## config.mk

```make
export PLATFORM = sky130hd
export DESIGN_NAME = raw12_byte_packer
export DESIGN_NICKNAME = d
export VERILOG_FILES = /design/src/rtl/raw12_pkg.sv /design/src/rtl/raw12_serializer.sv /design/src/rtl/raw12_byte_packer.sv
export SDC_FILE = /design/constraint.sdc
export NUM_CORES = 1
export LEC_CHECK = 0
export CAP_MARGIN = 10
export CORE_ASPECT_RATIO = 0.9
export CORE_MARGIN = 2
export CORE_UTILIZATION = 40
export CTS_CLUSTER_SIZE = 14
export DETAILED_ROUTE_END_ITERATION = 16
export SETUP_SLACK_MARGIN = 0.02
export SYNTH_ARGS = -nofsm -noshare
export SYNTH_HDL_FRONTEND = slang
export SYNTH_SLANG_ARGS = --single-unit
```

## constraint.sdc

```tcl
create_clock -name rclk -period 1.95 [get_ports rclk]
set_input_delay 0.39 -clock rclk [delete_from_list [all_inputs] [get_ports rclk]]
set_output_delay 0.39 -clock rclk [all_outputs]
set_load 0.01 [all_outputs]
```

## src/rtl/raw12_pkg.sv

```systemverilog
// ---------------------------------------------------------------------------
// raw12_pkg
//
// Purpose: shared types, constants and the RAW12 packing helper used by
//          the raw12_byte_packer top and its raw12_serializer sub-module.
//
// Contents:
//   collectState_e - collector FSM states (NEED_A, NEED_B, FULL)
//   LANE0..LANE2   - serializer lane indices (byte position within a pair)
//   PixelWidth     - width of one FIFO pixel word (12)
//   PairWidth      - width of one packed pixel pair (24)
//   raw12Pack()    - packs two 12-bit pixels into RAW12 byte order
// ---------------------------------------------------------------------------
package raw12_pkg;

   localparam int PixelWidth = 12;
   localparam int PairWidth  = 2 * PixelWidth;

   // Collector progress through one pixel pair.
   typedef enum logic [1:0] {
      NEED_A = 2'd0,
      NEED_B = 2'd1,
      FULL   = 2'd2
   } collectState_e;

   // Lane index selects which byte of the packed pair is on the output.
   localparam logic [1:0] LANE0 = 2'd0;
   localparam logic [1:0] LANE1 = 2'd1;
   localparam logic [1:0] LANE2 = 2'd2;

   // RAW12 order: high bits of A, high bits of B, then both low nibbles
   // with B's nibble on top. The result is {byte0, byte1, byte2}.
   function automatic logic [PairWidth-1:0] raw12Pack(
      input logic [PixelWidth-1:0] pixelA,
      input logic [PixelWidth-1:0] pixelB
   );
      return {pixelA[11:4], pixelB[11:4], pixelB[3:0], pixelA[3:0]};
   endfunction

endpackage : raw12_pkg

```

## src/rtl/raw12_serializer.sv

```systemverilog
// ---------------------------------------------------------------------------
// raw12_serializer
//
// Purpose: holds one packed RAW12 pixel pair (3 bytes) and streams it out
//          one byte per accepted transfer over a valid/ready handshake.
//
// Ports:
//   clk_i        in   clock, rising edge
//   rst_ni       in   asynchronous active-low reset
//   load_i       in   load loadData_i this edge (honoured only with loadReady_o)
//   loadData_i   in   packed pair {byte0, byte1, byte2}
//   loadReady_o  out  hold register empty, or its last byte transfers this edge
//   dout_o       out  current byte (0 while empty)
//   dvalid_o     out  dout_o valid
//   dready_i     in   sink accepts dout_o this edge
//   lastXfer_o   out  byte2 of the held pair transfers this edge
// ---------------------------------------------------------------------------
module raw12_serializer
   import raw12_pkg::*;
(
   input  logic                 clk_i,
   input  logic                 rst_ni,
   input  logic                 load_i,
   input  logic [PairWidth-1:0] loadData_i,
   output logic                 loadReady_o,
   output logic [7:0]           dout_o,
   output logic                 dvalid_o,
   input  logic                 dready_i,
   output logic                 lastXfer_o
);

   logic [PairWidth-1:0] holdQ, holdD;
   logic [1:0]           laneQ, laneD;
   logic                 validQ, validD;
   logic                 xfer;

   assign xfer        = validQ & dready_i;
   assign lastXfer_o  = xfer & (laneQ == LANE2);
   // Accepting a new pair on the edge that byte2 leaves keeps the stream
   // gap-free when the collector already has the next pair waiting.
   assign loadReady_o = ~validQ | lastXfer_o;
   assign dvalid_o    = validQ;

   // Output byte select; forced to zero while empty so the idle bus is quiet.
   always_comb begin
      dout_o = 8'h00;
      if (validQ) begin
         case (laneQ)
            LANE0:   dout_o = holdQ[23:16];
            LANE1:   dout_o = holdQ[15:8];
            default: dout_o = holdQ[7:0];
         endcase
      end
   end

   // Next-state: a load takes priority because it can only coincide with
   // the final transfer of the previous pair, which it replaces.
   always_comb begin
      holdD  = holdQ;
      laneD  = laneQ;
      validD = validQ;
      if (load_i && loadReady_o) begin
         holdD  = loadData_i;
         laneD  = LANE0;
         validD = 1'b1;
      end else if (xfer) begin
         if (laneQ == LANE2) begin
            laneD  = LANE0;
            validD = 1'b0;
         end else begin
            laneD = laneQ + 2'd1;
         end
      end
   end

   // Hold register, lane index and valid flag.
   always_ff @(posedge clk_i or negedge rst_ni) begin
      if (!rst_ni) begin
         holdQ  <= '0;
         laneQ  <= LANE0;
         validQ <= 1'b0;
      end else begin
         holdQ  <= holdD;
         laneQ  <= laneD;
         validQ <= validD;
      end
   end

endmodule : raw12_serializer

```

## src/rtl/raw12_byte_packer.sv

```systemverilog
// ---------------------------------------------------------------------------
// raw12_byte_packer
//
// Purpose: read-side consumer of a 12-bit FWFT FIFO. Pops pixel words in
//          pairs, packs each pair into three RAW12 bytes and streams them
//          to a byte sink. A flush pads a dangling odd word with zero.
//
// Parameters:
//   Width       FIFO word width, must be 12
//   CountWidth  width of the emitted-pair counter
//
// Ports:
//   rclk        in   read-domain clock, rising edge
//   rrst_       in   asynchronous active-low reset
//   r           out  pop request; a word is consumed when r & !rempty
//   rd          in   FIFO head word, valid while !rempty
//   rempty      in   FIFO empty
//   dout        out  output byte
//   dvalid      out  dout valid
//   dready      in   sink accepts dout
//   flush       in   single-cycle request to complete a pending odd word
//   flushDone   out  one-cycle pulse once a flush has fully drained
//   pairCount   out  pairs fully emitted, wraps
// ---------------------------------------------------------------------------
module raw12_byte_packer
   import raw12_pkg::*;
#(
   parameter int Width      = 12,
   parameter int CountWidth = 16
) (
   input  logic                  rclk,
   input  logic                  rrst_,
   output logic                  r,
   input  logic [Width-1:0]      rd,
   input  logic                  rempty,
   output logic [7:0]            dout,
   output logic                  dvalid,
   input  logic                  dready,
   input  logic                  flush,
   output logic                  flushDone,
   output logic [CountWidth-1:0] pairCount
);

   generate
      if (Width != PixelWidth) begin : gWidthCheck
         $error("raw12_byte_packer: Width must be 12");
      end
   endgenerate

   collectState_e        stateQ, stateD;
   logic [Width-1:0]     pixelAQ, pixelAD;
   logic [Width-1:0]     pixelBQ, pixelBD;
   logic                 flushPendQ, flushPendD;
   logic                 flushDoneQ, flushDoneD;
   logic [CountWidth-1:0] pairCountQ, pairCountD;

   logic pop;
   logic pendEff;
   logic idleDone;
   logic serLoad;
   logic serLoadReady;
   logic serLastXfer;

   // Pop request follows the collector state; gating with the reset input
   // keeps the FIFO untouched while reset is held.
   assign r   = rrst_ & (stateQ != FULL);
   assign pop = r & ~rempty;

   // A flush arriving this cycle acts immediately, so an idle flush
   // completes one cycle later and a lone A is padded without extra delay.
   assign pendEff  = flushPendQ | flush;
   assign idleDone = (stateQ == NEED_A) & ~dvalid & pendEff;

   // Collector next-state, pad substitution, flush flag and pair counter.
   // Padding only happens on an empty FIFO: a real B word always wins.
   always_comb begin
      stateD     = stateQ;
      pixelAD    = pixelAQ;
      pixelBD    = pixelBQ;
      serLoad    = 1'b0;
      flushPendD = idleDone ? 1'b0 : pendEff;
      flushDoneD = idleDone;
      pairCountD = pairCountQ + CountWidth'(serLastXfer);
      case (stateQ)
         NEED_A: begin
            if (pop) begin
               pixelAD = rd;
               stateD  = NEED_B;
            end
         end
         NEED_B: begin
            if (pop) begin
               pixelBD = rd;
               stateD  = FULL;
            end else if (rempty && pendEff) begin
               pixelBD = '0;
               stateD  = FULL;
            end
         end
         FULL: begin
            if (serLoadReady) begin
               serLoad = 1'b1;
               stateD  = NEED_A;
            end
         end
         default: stateD = NEED_A;
      endcase
   end

   // Collector, flush and counter registers.
   always_ff @(posedge rclk or negedge rrst_) begin
      if (!rrst_) begin
         stateQ     <= NEED_A;
         pixelAQ    <= '0;
         pixelBQ    <= '0;
         flushPendQ <= 1'b0;
         flushDoneQ <= 1'b0;
         pairCountQ <= '0;
      end else begin
         stateQ     <= stateD;
         pixelAQ    <= pixelAD;
         pixelBQ    <= pixelBD;
         flushPendQ <= flushPendD;
         flushDoneQ <= flushDoneD;
         pairCountQ <= pairCountD;
      end
   end

   assign flushDone = flushDoneQ;
   assign pairCount = pairCountQ;

   raw12_serializer uSerializer (
      .clk_i       (rclk),
      .rst_ni      (rrst_),
      .load_i      (serLoad),
      .loadData_i  (raw12Pack(pixelAQ, pixelBQ)),
      .loadReady_o (serLoadReady),
      .dout_o      (dout),
      .dvalid_o    (dvalid),
      .dready_i    (dready),
      .lastXfer_o  (serLastXfer)
   );

endmodule : raw12_byte_packer
```

==> results of run 1 <==
critical path, delay by kind of cell, from the launching register on:
family,cells,cell delay [ps]
simple gates,4,690
buf+inv,2,240
xor+xnor,1,190
fa+ha+maj,2,330
flops,1,420
repair_timing:
action                     CTS  global route
resized for setup           46            15
pin swaps                    2             8
setup endpoints to repair   16            15
buffers inserted             4             4
cells by family (layout without fill, tap and decap cells):
kind of cell,count (synthesis),count (layout)
fa+ha+maj,3,3
flops,71,71
buf+inv,12,87
compound gates,20,20
xor+xnor,14,14
mux,53,53
simple gates,52,52
how the worst max path moves through the flow:
stage	slack [ps]	end
detailed placement	-210	pairCount[14]$_DFF_PN0_
floorplan	120	pairCount[12]$_DFF_PN0_
CTS	10	dout[6]
finish	3	pairCount[12]$_DFF_PN0_
global route	-80	pairCount[12]$_DFF_PN0_
global placement	-160	pairCount[14]$_DFF_PN0_
registers in the layout, summed over array words and instances (netlist names):
| name | count |
|---|---|
| pairCount | 16 |
| uSerializer.laneQ | 2 |
| pixelAQ | 12 |
| pixelBQ | 12 |
| stateQ | 2 |
| flushPendQ | 1 |
| flushDone | 1 |
| uSerializer.holdQ | 24 |
| uSerializer.dvalid_o | 1 |
layer usage:
layer  vias up  global-route usage (%)  part of all wire, %
met3        11                    3.74                  3.8
met4         0                    6.23                  1.6
li1        943                       -                    -
met2        39                    26.0                   48
met1       993                    22.2                   47
met5         -                       0                    0
where the power goes:
group | switching [mW] | leakage, nW | internal (mW)
clock | 0.532 | 0.114 | 0.790
combinational | 0.771 | 0.885 | 1.04
sequential | 0.366 | 0.896 | 2.06
total | 1.67 | 1.90 | 3.90
final cells by class:
type / instances / area [sq um]
Clock inverter: 3 / 65.1
Fill cell: 646 / 3400
Inverter: 4 / 15.0
Timing Repair Buffer: 67 / 617
Clock buffer: 13 / 159
Tap cell: 96 / 120
Multi-Input combinational cell: 142 / 1320
Sequential cell: 71 / 1780
cell usage in the layout, fill, tap and decap left out, types with 2 or more instances in the layout:
| master | netlist | routed |
|---|---|---|
| nor2_1 | 14 | 13 |
| buf_6 | 2 | 4 |
| bufinv_16 | 0 | 2 |
| mux2_1 | 20 | 20 |
| clkdlybuf4s50_1 | 0 | 33 |
| dfrtp_1 | 71 | 69 |
| nor4_4 | 0 | 2 |
| dfrtp_2 | 0 | 2 |
| nor3_4 | 0 | 2 |
| buf_2 | 4 | 9 |
| nand4_1 | 2 | 2 |
| nor2b_1 | 2 | 2 |
| nand3_1 | 8 | 8 |
| inv_1 | 4 | 4 |
| nand2b_4 | 1 | 2 |
| buf_4 | 1 | 17 |
| ha_4 | 0 | 2 |
| o21ai_0 | 5 | 5 |
| clkbuf_1 | 1 | 2 |
| clkbuf_8 | 0 | 11 |
| xor2_1 | 10 | 10 |
| a22o_1 | 12 | 12 |
| xnor2_1 | 4 | 4 |
| nand2_1 | 8 | 7 |
| buf_12 | 0 | 3 |
| nor3_1 | 7 | 4 |
| mux2i_1 | 8 | 8 |
| mux2_2 | 25 | 25 |
metrics by stage:
| stage | setup WS (ps) | power [mW] | hold slack (ps) |
|---|---|---|---|
| 4_1_cts | 14.0 | 5.56 | 181 |
| 2_1_floorplan | 117 | 3.46 | 94.4 |
| 6_report | 3.17 | 5.57 | 156 |
| 3_5_place_dp | -213 | 4.25 | 469 |
| 3_3_place_gp | -160 | 4.22 | 459 |
| 5_1_grt | -81.1 | 5.95 | 214 |
==> impl_metrics.yaml, run 1 <==
run_status:
  status: "finished clean"
die:
  die_width_um: 96.0
  dieArea_sq_um: 8330
  placementRows: 30
  fp.coreArea_sq_um: 7470
  start_util_pct: 40.8
  pin_count: 44
  die_h_um: 86.8
drt:
  firstDrtPassIters: 4
  drt_iter0_drc: 76
  drc: 0
  drt_wl_total_um: 6140
  detail-route-antenna-nets: 0
  vias: 1986
  wl_per_cell_um: 15.5
  via_per_inst: 5.02
worst_setup_path:
  r2r_start: "uSerializer.laneQ[0]$_DFFE_PN0P_"
  required_ps: 2210
  rrSetupSlack_ps: 3
  reg2reg_to: "pairCount[12]$_DFF_PN0_"
  max_stage_delay_ps: 420
  path_class: "reg -> reg"
  startpoint: "uSerializer.laneQ[0]$_DFFE_PN0P_"
  critical_path.max_fanout: 4
  slowest_stage: "dfrtp_2"
  critPathArrivalTime_ps: 2200
  crit_chain: "buf_6, buf_6, nand3b_4, nor2_4, ha_4, ha_4, nand2_8, nor4_4, xor2_1"
  reg2reg_depth: 9
  startpoint_type: "register"
  end_kind: "register"
timing:
  drv_slew: 0
  setup_tns_ps: 0
  hold_violations: 0
  worst_pin_slew_ps: 504
  maxSlewHeadroom_pct: 66.4
  skew_ps: 9.71
  min_period_ps: 1950
  rsz0062_at_grt: "yes"
  finalSetupViolCount: 0
  timing.fmax_ghz: 0.514
  period_share_pct: 99.8
yosys:
  synthesis.nets: 245
  post-synth-top-count-cell: "dfrtp_1"
  synth_largest_area_cell: "dfrtp_1"
  syn_avg_cell_area_sq_um: 13.5
  synth_top_family_by_area: "multiplexers"
  synth.yosys.seq_area_share_pct: 58.4
  syn_area_sq_um: 3040
  synth_warnings: 0
  yosys.area_share.simple_pct: 9.58
  async_flop_share_pct: 100
  syn_inst: 225
  synth-xor-area-share_pct: 4.03
  synth-seq-cells: 71
  synth_common_cells: "71 x dfrtp_1, 25 x mux2_2, 20 x mux2_1, 14 x nor2_1, 12 x a22o_1"
  synth_fa_ha_area_share_pct: 1.23
  synth_edf_count: 0
  synth.area.top_cells: "dfrtp_1 58%, mux2_2 9.2%, mux2_1 7.4%"
  ys.flop_type: "dfrtp_1"
  synth_compound_area_share_pct: 5.26
  synthMuxAreaShare_pct: 19.3
  yosysTopAreaCellShare_pct: 58.4
  synth.distinct_cells: 31
final_layout:
  layout.nets: 315
  diodes: 0
  utilization_pct: 54.5
  layout.cells.non_filler: 396
  drive_gt1_share_pct: 29.7
  area_growth_pct: 33.7
  design_area_sq_um: 4070
clock_tree:
  htreeDepth: 3
  root_buffer: "clkbuf_8"
  postCtsHoldBufs: 0
  cts_tree: "done"
  path_clk_slew_ps: 80
  clock_latency_ps: 340
  numCtsBuffers: 9
  cts_sinks: 71
  cts_buffer_depth: 2
global_route:
  grtUsageTotal_pct: 16.5
  grt-ovfl-total: 0
  first_global_vias: 2049
  grt_max_degree: 40
  grt_pass1_wl_um: 10200
  antenna_found_initial: 0
hold_path:
  hp-class: "in -> async"
placed_design:
  numPortBuffers: 43
  hpwl_um: 3950
  dp_cells: 372
  gp_congestion: 0.734
  placed_area_sq_um: 3680
power:
  power.density_nw_per_um2: 1370
  p_leak_nw: 1.90
  vdd_drop_max_mv: 0.788
job:
  drv_cap: 0
No activity file was read; power rests on OpenSTA's default activity.
==> run 2: changes to the inputs <==
CTS_CLUSTER_DIAMETER = 80   (was unset)
REMOVE_ABC_BUFFERS = 1   (was unset)
==> run 2 against run 1 <==
  * Clock power down 21%
  * Global-route usage up 0.57 points
  * Final cell count down 0.25%
  * Critical path type is now reg -> out
  * Critical endpoint is now dout[7]
==> impl_metrics.yaml, run 2 (synthesis results as in run 1) <==
timing:
  drv_slew: 0
  timing.fmax_ghz: 0.523
  setup_tns_ps: 0
  hold_violations: 0
  maxSlewHeadroom_pct: 66.5
  rsz0062_at_grt: "yes"
  finalSetupViolCount: 0
  skew_ps: 5.10
  min_period_ps: 1910
  worst_pin_slew_ps: 502
  period_share_pct: 98.0
  whs_ps: 146
worst_setup_path:
  critical_path.max_fanout: 5
  startpoint_type: "register"
  reg2reg_to: "pairCount[14]$_DFF_PN0_"
  rrSetupSlack_ps: 70
  reg2reg_depth: 10
  critPathArrivalTime_ps: 1520
  required_ps: 1560
  path_class: "reg -> out"
  startpoint: "uSerializer.laneQ[0]$_DFFE_PN0P_"
  crit_end: "dout[7]"
  end_kind: "output pin"
  r2r_start: "uSerializer.laneQ[0]$_DFFE_PN0P_"
clock_tree:
  cts_sinks: 71
  root_buffer: "clkbuf_8"
  numCtsBuffers: 9
  cts_tree: "done"
  path_clk_slew_ps: 80
  htreeDepth: 3
  clock_latency_ps: 350
  cts_buffer_depth: 2
die:
  pin_count: 44
  placementRows: 30
  fp.coreArea_sq_um: 7470
  start_util_pct: 40.8
  dieArea_sq_um: 8330
  die_width_um: 96.0
  die_h_um: 86.8
global_route:
  grt-ovfl-total: 0
  first_global_vias: 2091
  antenna_found_initial: 0
  grtUsageTotal_pct: 17.0
  grt_max_degree: 40
  grt_pass1_wl_um: 10500
final_layout:
  layout.nets: 314
  fill_cells: 681
  area_growth_pct: 32.6
  multi_input_area_sq_um: 1320
  regArea_sq_um: 1780
  drive_gt1_share_pct: 30.8
  diodes: 0
  regMostFlops: "uSerializer.holdQ"
  final_cell_mix: "70 x dfrtp_1, 33 x clkdlybuf4s50_1, 24 x mux2_2, 20 x mux2_1, 16 x buf_4"
  final_common_cell: "dfrtp_1"
  largest_reg_flops: 24
  design_area_sq_um: 4040
placed_design:
  placed_area_sq_um: 3770
  hpwl_um: 4080
  gp_congestion: 0.719
  numPortBuffers: 43
drt:
  drt_iter0_drc: 49
  detail-route-antenna-nets: 0
  drt_wl_total_um: 6200
  firstDrtPassIters: 4
  via_per_inst: 5.06
  wl_per_cell_um: 15.7
  drc: 0
  vias: 1998
power:
  vdd_drop_max_mv: 0.701
  power_mw: 5.29
  power.density_nw_per_um2: 1310
  p_leak_nw: 1.89
job:
  drv_cap: 0
run_status:
  status: "finished clean"
hold_path:
  hp-class: "in -> async"
-- run 2: changes by cell type in the layout (fill, tap and decap cells not counted), sizes merged --
cell	before	now
bufinv	2	0
buf	33	32
inv	4	5
clkinv	1	5
clkinvlp	0	1
clkbuf	13	9
-- run 2: worst min-delay path by stage --
| stage | start | depth (start not counted) | end | slack [ps] |
|---|---|---|---|---|
| floorplan | rrst_ | 0 | flushDone$_DFF_PN0_ | 90 |
| finish | rrst_ | 2 | pairCount[6]$_DFF_PN0_ | 150 |
| global placement | uSerializer.holdQ[10]$_DFFE_PN0P_ | 1 | uSerializer.holdQ[10]$_DFFE_PN0P_ | 470 |
| CTS | rrst_ | 2 | pairCount[6]$_DFF_PN0_ | 150 |
| detailed placement | uSerializer.holdQ[10]$_DFFE_PN0P_ | 1 | uSerializer.holdQ[10]$_DFFE_PN0P_ | 470 |
| global route | rrst_ | 2 | pairCount[11]$_DFF_PN0_ | 170 |
-- run 2: layout make-up --
| class | instances | area share [%] |
|---|---|---|
| multi-input combinational | 142 | 32.6 |
| sequential | 71 | 44.0 |
| tap | 96 | 2.97 |
| clock buffer | 9 | 3.07 |
| clock inverter | 7 | 1.21 |
| timing repair buffer | 66 | 15.7 |
| inverter | 4 | 0.372 |
-- run 2: worst max-delay path, cell delays in order, from the launching register on --
cell and delay (ps):
dfrtp_1 400, buf_6 140, mux2_4 290, mux2i_1 140
nor2_1 70, buf_2 140
-- run 2: routing by layer --
layer	wire [um]	up-vias	share of wire (%)	global-route usage (%)
met3	250	5	4.0	5.74
li1	-	940	-	-
met1	2940	1013	47	23.2
met4	41	0	0.66	4.94
met5	0	-	0	0
met2	2960	40	48	26.0
-- run 2: where the power goes --
| group | internal (mW) | total, mW | switching, mW |
|---|---|---|---|
| logic | 1.06 | 1.84 | 0.776 |
| registers | 2.06 | 2.41 | 0.354 |
| clock network | 0.463 | 1.04 | 0.576 |
-- run 2: stage by stage --
stage               setup slack, ps  cells  util (%)
floorplan                      27.9    217         -
detailed placement             -223    376      50.4
global route                  -43.0    395      54.1
global placement               -180    376      50.4
finish                         39.2    395      54.1
CTS                            33.3    395      53.7
-- run 2: what timing repair did --
item	in CTS	in global routing
setup buffers	5	0
resized for setup	51	4
hold buffers	0	0
endpoints found under the setup margin	15	12
pin swaps	5	2
